**config.mk**
```make
export PLATFORM = sky130hd
export DESIGN_NAME = modmul_arbiter
export DESIGN_NICKNAME = d
export VERILOG_FILES = /design/src/rtl/modmul_arbiter.sv
export SDC_FILE = /design/constraint.sdc
export NUM_CORES = 2
export LEC_CHECK = 0
export ABC_AREA = 0
export BUFFER_PORTS_ARGS = -buffer_cell sky130_fd_sc_hd__buf_2
export CELL_PAD_IN_SITES_DETAIL_PLACEMENT = 0
export CELL_PAD_IN_SITES_GLOBAL_PLACEMENT = 1
export CORE_MARGIN = 1.5
export CORE_UTILIZATION = 45
export DETAILED_ROUTE_END_ITERATION = 6
export HOLD_SLACK_MARGIN = 0.12
export MAX_ROUTING_LAYER = met4
export PLACE_DENSITY_LB_ADDON = 0.15
export SYNTH_ARGS = -nofsm -noshare
export SYNTH_HDL_FRONTEND = slang
export SYNTH_SLANG_ARGS = --single-unit
export TNS_END_PERCENT = 50
```
**constraint.sdc**
```tcl
create_clock -name clk -period 12.8 [get_ports clk]
set_input_delay 2.56 -clock clk [delete_from_list [all_inputs] [get_ports clk]]
set_output_delay 2.56 -clock clk [all_outputs]
set_load 0.005 [all_outputs]
```
**src/rtl/modmul_arbiter.sv**
```systemverilog
// Two-requester round-robin front end sharing one pipelined Barrett modular multiplier.
// Define MODMUL_ARB_STATS_EN to build the grant/conflict counters; otherwise they read 0.
module modmul_arbiter #(
    parameter int unsigned     Q     = 8380417,
    parameter int unsigned     K     = 23,
    parameter longint unsigned MU    = 8396807,
    parameter int unsigned     LAT   = 3,
    parameter int unsigned     TAG_W = 4
) (
    input  logic             clk,
    input  logic             rst,
    input  logic             en,
    input  logic             req0_valid,
    output logic             req0_ready,
    input  logic [31:0]      req0_a,
    input  logic [31:0]      req0_b,
    input  logic [TAG_W-1:0] req0_tag,
    input  logic             req1_valid,
    output logic             req1_ready,
    input  logic [31:0]      req1_a,
    input  logic [31:0]      req1_b,
    input  logic [TAG_W-1:0] req1_tag,
    output logic             rsp0_valid,
    output logic [31:0]      rsp0_result,
    output logic [TAG_W-1:0] rsp0_tag,
    output logic             rsp1_valid,
    output logic [31:0]      rsp1_result,
    output logic [TAG_W-1:0] rsp1_tag,
    output logic             busy,
    output logic [31:0]      stat_grant0,
    output logic [31:0]      stat_grant1,
    output logic [31:0]      stat_conflict
);

    // Capture and output registers account for two cycles; the rest carry the product.
    localparam int unsigned NMID = LAT - 2;

    // ------------------------------------------------------------------
    // Arbitration
    // ------------------------------------------------------------------
    logic grant0;
    logic grant1;
    logic ptr_q;
    logic conflict;

    assign conflict = en && req0_valid && req1_valid;

    always_comb begin
        grant0 = 1'b0;
        grant1 = 1'b0;
        if (!rst && en) begin
            if (req0_valid && req1_valid) begin
                grant0 = ptr_q;
                grant1 = !ptr_q;
            end else begin
                grant0 = req0_valid;
                grant1 = req1_valid;
            end
        end
    end

    assign req0_ready = grant0;
    assign req1_ready = grant1;

    // ptr_q holds the index of the last granted requester.
    always_ff @(posedge clk or posedge rst) begin
        if (rst) begin
            ptr_q <= 1'b1;
        end else if (grant0) begin
            ptr_q <= 1'b0;
        end else if (grant1) begin
            ptr_q <= 1'b1;
        end
    end

    // ------------------------------------------------------------------
    // Operand capture
    // ------------------------------------------------------------------
    logic             cap_valid_q;
    logic             cap_idx_q;
    logic [31:0]      cap_a_q;
    logic [31:0]      cap_b_q;
    logic [TAG_W-1:0] cap_tag_q;
    logic [63:0]      prod;

    always_ff @(posedge clk or posedge rst) begin
        if (rst) begin
            cap_valid_q <= 1'b0;
            cap_idx_q   <= 1'b0;
            cap_a_q     <= '0;
            cap_b_q     <= '0;
            cap_tag_q   <= '0;
        end else begin
            cap_valid_q <= grant0 || grant1;
            if (grant0 || grant1) begin
                cap_idx_q <= grant1;
                cap_a_q   <= grant1 ? req1_a : req0_a;
                cap_b_q   <= grant1 ? req1_b : req0_b;
                cap_tag_q <= grant1 ? req1_tag : req0_tag;
            end
        end
    end

    assign prod = {32'd0, cap_a_q} * {32'd0, cap_b_q};

    // ------------------------------------------------------------------
    // Product delay stages feeding the reduction
    // ------------------------------------------------------------------
    logic             red_valid;
    logic             red_idx;
    logic [TAG_W-1:0] red_tag;
    logic [63:0]      red_prod;
    logic             mid_busy;

    if (NMID == 0) begin : g_no_mid
        assign red_valid = cap_valid_q;
        assign red_idx   = cap_idx_q;
        assign red_tag   = cap_tag_q;
        assign red_prod  = prod;
        assign mid_busy  = 1'b0;
    end else begin : g_mid
        logic [NMID-1:0]            mid_valid_q;
        logic [NMID-1:0]            mid_idx_q;
        logic [NMID-1:0][TAG_W-1:0] mid_tag_q;
        logic [NMID-1:0][63:0]      mid_prod_q;

        always_ff @(posedge clk or posedge rst) begin
            if (rst) begin
                mid_valid_q <= '0;
                mid_idx_q   <= '0;
                mid_tag_q   <= '0;
                mid_prod_q  <= '0;
            end else begin
                mid_valid_q[0] <= cap_valid_q;
                mid_idx_q[0]   <= cap_idx_q;
                mid_tag_q[0]   <= cap_tag_q;
                mid_prod_q[0]  <= prod;
                for (int unsigned i = 1; i < NMID; i++) begin
                    mid_valid_q[i] <= mid_valid_q[i-1];
                    mid_idx_q[i]   <= mid_idx_q[i-1];
                    mid_tag_q[i]   <= mid_tag_q[i-1];
                    mid_prod_q[i]  <= mid_prod_q[i-1];
                end
            end
        end

        assign red_valid = mid_valid_q[NMID-1];
        assign red_idx   = mid_idx_q[NMID-1];
        assign red_tag   = mid_tag_q[NMID-1];
        assign red_prod  = mid_prod_q[NMID-1];
        assign mid_busy  = |mid_valid_q;
    end

    // ------------------------------------------------------------------
    // Barrett reduction: estimate leaves r < 3Q, two conditional subtracts finish it.
    // ------------------------------------------------------------------
    logic [63:0] red_q1;
    logic [63:0] red_q3;
    logic [31:0] red_r0;
    logic [31:0] red_r1;
    logic [31:0] red_result;

    always_comb begin
        red_q1     = red_prod >> (K - 1);
        red_q3     = (red_q1 * MU) >> (K + 1);
        red_r0     = 32'(red_prod - red_q3 * 64'(Q));
        red_r1     = (red_r0 >= Q) ? red_r0 - Q : red_r0;
        red_result = (red_r1 >= Q) ? red_r1 - Q : red_r1;
    end

    // ------------------------------------------------------------------
    // Response registers: strobe on the owning index, data held otherwise
    // ------------------------------------------------------------------
    logic [1:0]            rsp_valid_q;
    logic [1:0][31:0]      rsp_result_q;
    logic [1:0][TAG_W-1:0] rsp_tag_q;

    always_ff @(posedge clk or posedge rst) begin
        if (rst) begin
            rsp_valid_q  <= '0;
            rsp_result_q <= '0;
            rsp_tag_q    <= '0;
        end else begin
            rsp_valid_q <= '0;
            if (red_valid) begin
                rsp_valid_q[red_idx]  <= 1'b1;
                rsp_result_q[red_idx] <= red_result;
                rsp_tag_q[red_idx]    <= red_tag;
            end
        end
    end

    assign rsp0_valid  = rsp_valid_q[0];
    assign rsp1_valid  = rsp_valid_q[1];
    assign rsp0_result = rsp_result_q[0];
    assign rsp1_result = rsp_result_q[1];
    assign rsp0_tag    = rsp_tag_q[0];
    assign rsp1_tag    = rsp_tag_q[1];

    assign busy = cap_valid_q || mid_busy || (|rsp_valid_q);

    // ------------------------------------------------------------------
    // Statistics
    // ------------------------------------------------------------------
`ifdef MODMUL_ARB_STATS_EN
    logic [31:0] grant0_cnt_q;
    logic [31:0] grant1_cnt_q;
    logic [31:0] conflict_cnt_q;

    always_ff @(posedge clk or posedge rst) begin
        if (rst) begin
            grant0_cnt_q   <= '0;
            grant1_cnt_q   <= '0;
            conflict_cnt_q <= '0;
        end else begin
            if (grant0 && grant0_cnt_q != '1) begin
                grant0_cnt_q <= grant0_cnt_q + 32'd1;
            end
            if (grant1 && grant1_cnt_q != '1) begin
                grant1_cnt_q <= grant1_cnt_q + 32'd1;
            end
            if (conflict && conflict_cnt_q != '1) begin
                conflict_cnt_q <= conflict_cnt_q + 32'd1;
            end
        end
    end

    assign stat_grant0   = grant0_cnt_q;
    assign stat_grant1   = grant1_cnt_q;
    assign stat_conflict = conflict_cnt_q;
`else
    logic unused_conflict;
    assign unused_conflict = conflict;
    assign stat_grant0     = '0;
    assign stat_grant1     = '0;
    assign stat_conflict   = '0;
`endif

endmodule

```
# After elaboration in Yosys (flattened, before gate mapping)
# Index checks and enable logic that the tools add are counted.
[op_classes]
addsub = 3
multipliers = 3
div = 0
magnitude_cmp = 4
eq_ne = 0
shift = 0
n_mux = 20
n_bitwise = 0
reduce_logical = 10
[op_table]
columns = ["op", "count"]
rows = [
  ["$mux 32", 5],
  ["$bwmux 64", 1],
  ["$ge 32x23->1 const B", 2],
  ["$mul 32x32->64", 1],
  ["$mul 42x24->64 const B", 1],
  ["$sub 32x23->32 const B", 2],
  ["$mul 40x23->32 const B", 1],
  ["$demux 32 s1", 1],
  ["$sub 32x32->32", 1],
  ["$bwmux 8", 1],
  ["$mux 4", 2],
  ["$mux 1", 7],
  ["$demux 4 s1", 1],
  ["$logic_and 1x1->1", 3],
  ["$logic_or 1x1->1", 3],
  ["$logic_not 1->1", 2],
  ["$lt 1x2->1 const B", 1],
  ["$mux 2", 1],
  ["$reduce_bool 2->1", 1],
  ["$reduce_or 2->1", 1],
  ["$demux 1 s1", 1],
  ["$ge 1x1->1 const B", 1],
]
[word_totals]
register_bits = 215
latch_bits = 0
ram_bits = 0
romBits = 0
inputBits = 141
wordCells = 55
memories = 0

# Depth between registers and ports, before layout
[depth]
ltp_word = 8
ltp_mapped = 57

# Worst setup path before layout
# No wires, ideal clock.
[synth_timing]
path_kind = "register to register"
from = "register g_mid.mid_prod_q[46] (netlist name)"
to = "register rsp_result_q (netlist bit rsp1_result[25])"
setup_time_ns = 0.142
t_arrival_ns = 13.844
t_required_ns = 12.658
setup_slack_ns = -1.187
stages_incl_launch_ff = 54
n_path_buf = 4
synth_period_minus_slack_ns = 13.987
path_cell_list = "dfrtp_1 > fa_1 > fa_1 > fa_1 > ha_1 > ha_1 > a21oi_1 > o21bai_1 > a2111o_1 > a21oi_1 > or4b_4 > a31oi_2 > nor2_1 > o21a_1 > o21a_1 > nor2_1 > xnor2_1 > inv_1 > [18 not listed] > or4_1 > nor3b_4 > and2_1 > buf_2 > buf_4 > clkbuf_1 > clkbuf_1 > xnor2_1 > ha_1 > nand2_1 > or2_2 > o32a_1 > or4_4 > o211ai_4 > a21oi_4 > a211oi_2 > a2bb2oi_2 > o221ai_1"
[synth_between]
elab_chain_len = 8
word_cells_on_any_way = 10
[synth_rtl]
columns = ["item", "line_no", "rtl"]
rows = [
  ["start: declaration", "125", "logic [NMID-1:0][63:0] mid_prod_q;"],
  ["start signal: indexed assignment", "142", "mid_prod_q[i] <= mid_prod_q[i-1];"],
  ["$mul 42x24->64 (*)", "165", "red_q3 = (red_q1 * MU) >> (K + 1);"],
  ["$mul 40x23->32 (*)", "166", "red_r0 = 32'(red_prod - red_q3 * 64'(Q));"],
  ["$sub 32x32->32 (*)", "166", ""],
  ["$sub 32x23->32 / $ge 32x23->1 (equally long branches)", "167", "red_r1 = (red_r0 >= Q) ? red_r0 - Q : red_r0;"],
  ["$mux 32 (*)", "167", ""],
  ["$sub 32x23->32 / $ge 32x23->1 (equally long branches)", "168", "red_result = (red_r1 >= Q) ? red_r1 - Q : red_r1;"],
  ["$mux 32 (*)", "168", ""],
  ["$bwmux 64 (*)", "187", "rsp_result_q[red_idx] <= red_result;"],
  ["end signal: indexed assignment", "187", ""],
  ["end: declaration", "175", "logic [1:0][31:0] rsp_result_q;"],
]
# Every way passes the cells marked *; elsewhere a longest branch is shown, timed or not.
# A chain may end at the register's enable or synchronous reset.

# Worst setup path in the final report
[layout_timing]
from = "register g_mid.mid_prod_q[41] (netlist name)"
to = "register rsp_result_q (netlist bit rsp1_result[25])"
# The elaborated chain is that of the path after synthesis.

==> summary.txt <==
Via density per instance = 5.14
WP buf/inv = 7
Largest net degree at the start of global routing = 104
Final-stage net count = 8281
Fillers = 11900
Layout area overhead = 10.9%
CP required = 13280 ps
Remaining global-route overflow = 0
Synth Area per Inst = 8.97 um^2
Post-synth top flop = dfrtp_1
Register-to-register setup slack = -230 ps
Area leader, netlist = fa_1
FP Rows = 128
DR iter-0 viols = 2423
Htree depth = 1
Clk sinks = 215
Post-Synth Adder-Cell Area = 53.4%
First-pass iteration count of the detailed router = 7
Clock slew at reported path FFs = 60 ps
Setup crit start kind = flop
Setup TNS = -6090 ps
Max clock buf depth = 3
Initial antenna violation count = 4
Synth area leaders = fa_1 40%, ha_1 13%, dfrtp_1 9.7%, inv_1 9.2%, nand2_1 7.2%
Worst-path fanout max = 5
Syn. warnings = 0
Final Critical Period = 13030 ps
Largest family of logic cells by synthesized area = adder cells
Most frequent cells in the layout = 1340 x inv_1, 1098 x fa_1, 1058 x nand2_1
Worst Hold End = g_mid.mid_valid_q
FF-to-FF End = rsp1_result[25]
Violated checks = negative setup slack
Seq/Total Area, Yosys = 9.74%
Asr flop ratio synth = 100%
Crit path largest cell delay = 600 ps
WL per Instance = 20.4 um
Die Span Y = 353 um
Critical path's slowest cell = fa_2
Residual DRC = 0
Initial Utilization = 45.3%
XOR/XNOR Fraction of Synth Area = 3.38%
WP data arrival = 13510 ps
Final ANT Viol Nets = 0
Synth Area in Compound Gates = 6.62%
Full die area = 125000 um^2
Simple-gate share of the synthesized area = 14.4%
Worst Setup Path Type = flop to flop
Period utilisation layout = 102%
Hold path start = cap_valid_q
Root Buffer Master = clkbuf_16
Hold Fails Final Rpt = 0
Post-synthesis mux area share = 0.174%
Yosys reg bits = 215
Crit path top cell by count = fa_1
F_max = 0.0767 GHz
Mapped cell area = 55300 um^2
Worst Max-Slew Pin Slew = 1210 ps
DP HPWL = 131000 um
Most common cell after layout, fill and taps aside = inv_1
CTS tree = done
Status = complete, but fails checks
Top-area cell type share of the netlist area = 39.9%
Setup violations, final = 50
Overall Global Routing Usage = 27.8%
Clk_lat worst skew = 650 ps
Rel. slew slack = 19.1%
Total CTS buffers = 28
Worst Clk Skew = 66.9 ps
Number of global-route vias before repair = 44500
Hold path cells = 0
Number of synthesized flops with an enable pin = 0
Largest delay contributor family on the critical path = adder cells
RePlAce Congestion = 0.930
Reg-to-reg critical path startpoint = g_mid.mid_prod_q[41]
DRT Wirelength = 165000 um
Hold WC Path Type = flop to flop
R2R depth = 52
Share of layout cells above drive strength 1 = 12.2%
Final worst slack = -231 ps
Max Cap Violations = 0
Final Max Tran Viols = 0
Mapped Cells = 6163
Ports = 314
Yosys cell types = 100
Crit end category = flop
Die W = 353 um
Vias post-DR = 41600
RSZ-0062 raised after global routing = yes
IO Port Bufs = 217
First-pass GRT wire length = 261000 um
Core Region = 122000 um^2
==> stage by stage <==
| step | hold slack (ps) | std cells | cell area [um^2] | setup slack [ps] | util (%) |
|---|---|---|---|---|---|
| 3_5_place_dp | 364 | 8007 | 59300 | -369 | 48.7 |
| 2_1_floorplan | 349 | 6258 | 55900 | -344 | - |
| 5_1_grt | 384 | 8090 | 61300 | -696 | 50.3 |
| 4_1_cts | 378 | 8068 | 60500 | -83.3 | 49.6 |
| 3_3_place_gp | 361 | 8007 | 59300 | -167 | 48.7 |
| 6_report | 375 | 8092 | 61300 | -231 | 50.3 |
==> how the worst max path moves through the flow <==
stage                    startpoint         endpoint  slack, ps  cells after the start
2_1_floorplan  g_mid.mid_prod_q[47]  rsp1_result[25]       -340                     53
3_3_place_gp   g_mid.mid_prod_q[38]  rsp0_result[21]       -170                     55
3_5_place_dp   g_mid.mid_prod_q[38]  rsp0_result[19]       -370                     55
4_1_cts        g_mid.mid_prod_q[47]  rsp1_result[25]        -80                     50
5_1_grt        g_mid.mid_prod_q[41]  rsp1_result[25]       -700                     53
6_report       g_mid.mid_prod_q[41]  rsp1_result[25]       -230                     52
==> state kept, by name, indices dropped and copies added, names as in the netlist, 2 cells and up <==
signal            flops
rsp_valid_q           2
g_mid.mid_prod_q     64
g_mid.mid_tag_q       4
cap_a_q              32
rsp0_result          32
cap_b_q              32
rsp1_tag              4
cap_tag_q             4
rsp1_result          32
rsp0_tag              4
==> synthesized netlist by cell type (15+ instances only) <==
library cell / instances
nor2b_1: 24
nand3_1: 36
nor3_1: 35
inv_1: 1358
clkbuf_1: 253
o21ai_0: 111
and2_1: 291
dfrtp_1: 214
buf_4: 98
a31oi_1: 87
nand4_1: 23
nand2b_1: 18
xor2_1: 64
o21a_1: 15
xnor2_1: 142
a21oi_1: 120
ha_1: 593
fa_1: 1102
a21o_1: 59
o21bai_1: 17
nand2_1: 1065
nor2_1: 176
o21ai_1: 15
==> layer usage <==
metal | global-route usage (%) | routed length (um) | vias to the layer above | share of wire [%]
li1 | - | - | 18900 | -
met1 | 40.0 | 77400 | 21300 | 47
met2 | 43.5 | 75100 | 1260 | 46
met3 | 2.59 | 9390 | 180 | 5.7
met4 | 4.70 | 2990 | 0 | 1.8
met5 | - | 0 | - | 0
==> worst reg2reg max path: cells and delay by family (launching register included) <==
| family | cells | cell delay (ps) |
|---|---|---|
| fa+ha+maj | 14 | 5880 |
| compound gates | 17 | 2990 |
| simple gates | 11 | 2650 |
| buf+inv | 7 | 530 |
| xor+xnor | 3 | 500 |
| flops | 1 | 370 |
==> cell type report <==
| cell class | count | area (um^2) | share of cell area, % |
|---|---|---|---|
| Clock inverter | 12 | 159 | 0.259 |
| Clock buffer | 38 | 808 | 1.32 |
| Antenna cell | 2 | 5.00 | 0.00817 |
| Timing Repair Buffer | 515 | 3350 | 5.46 |
| Sequential cell | 215 | 5410 | 8.83 |
| Multi-Input combinational cell | 4326 | 44400 | 72.5 |
| Tap cell | 1625 | 2030 | 3.32 |
| Inverter | 1359 | 5110 | 8.34 |
==> cell families (layout without fill, tap and decap cells) <==
logic type,Yosys count,in the layout
AOI/OAI and AO/OA,555,555
other,1,98
adders and majority gates,1695,1695
buffers and inverters,1717,1924
DFF,215,215
xor gates and xnor gates,209,209
and+or+nand+nor,1762,1762
muxes,9,9
==> repair_timing <==
action                                 4_1_cts  5_1_grt
hold buffers                                 0        0
setup endpoints to repair                   64       64
setup buffers                               11       24
pin swaps                                   37       77
gates resized for setup                     42       94
endpoints found under the hold margin        0        0
Power is left out: the tool's default activity adds up to more than one toggle a clock period on the data nets, which glitch-free logic cannot reach.
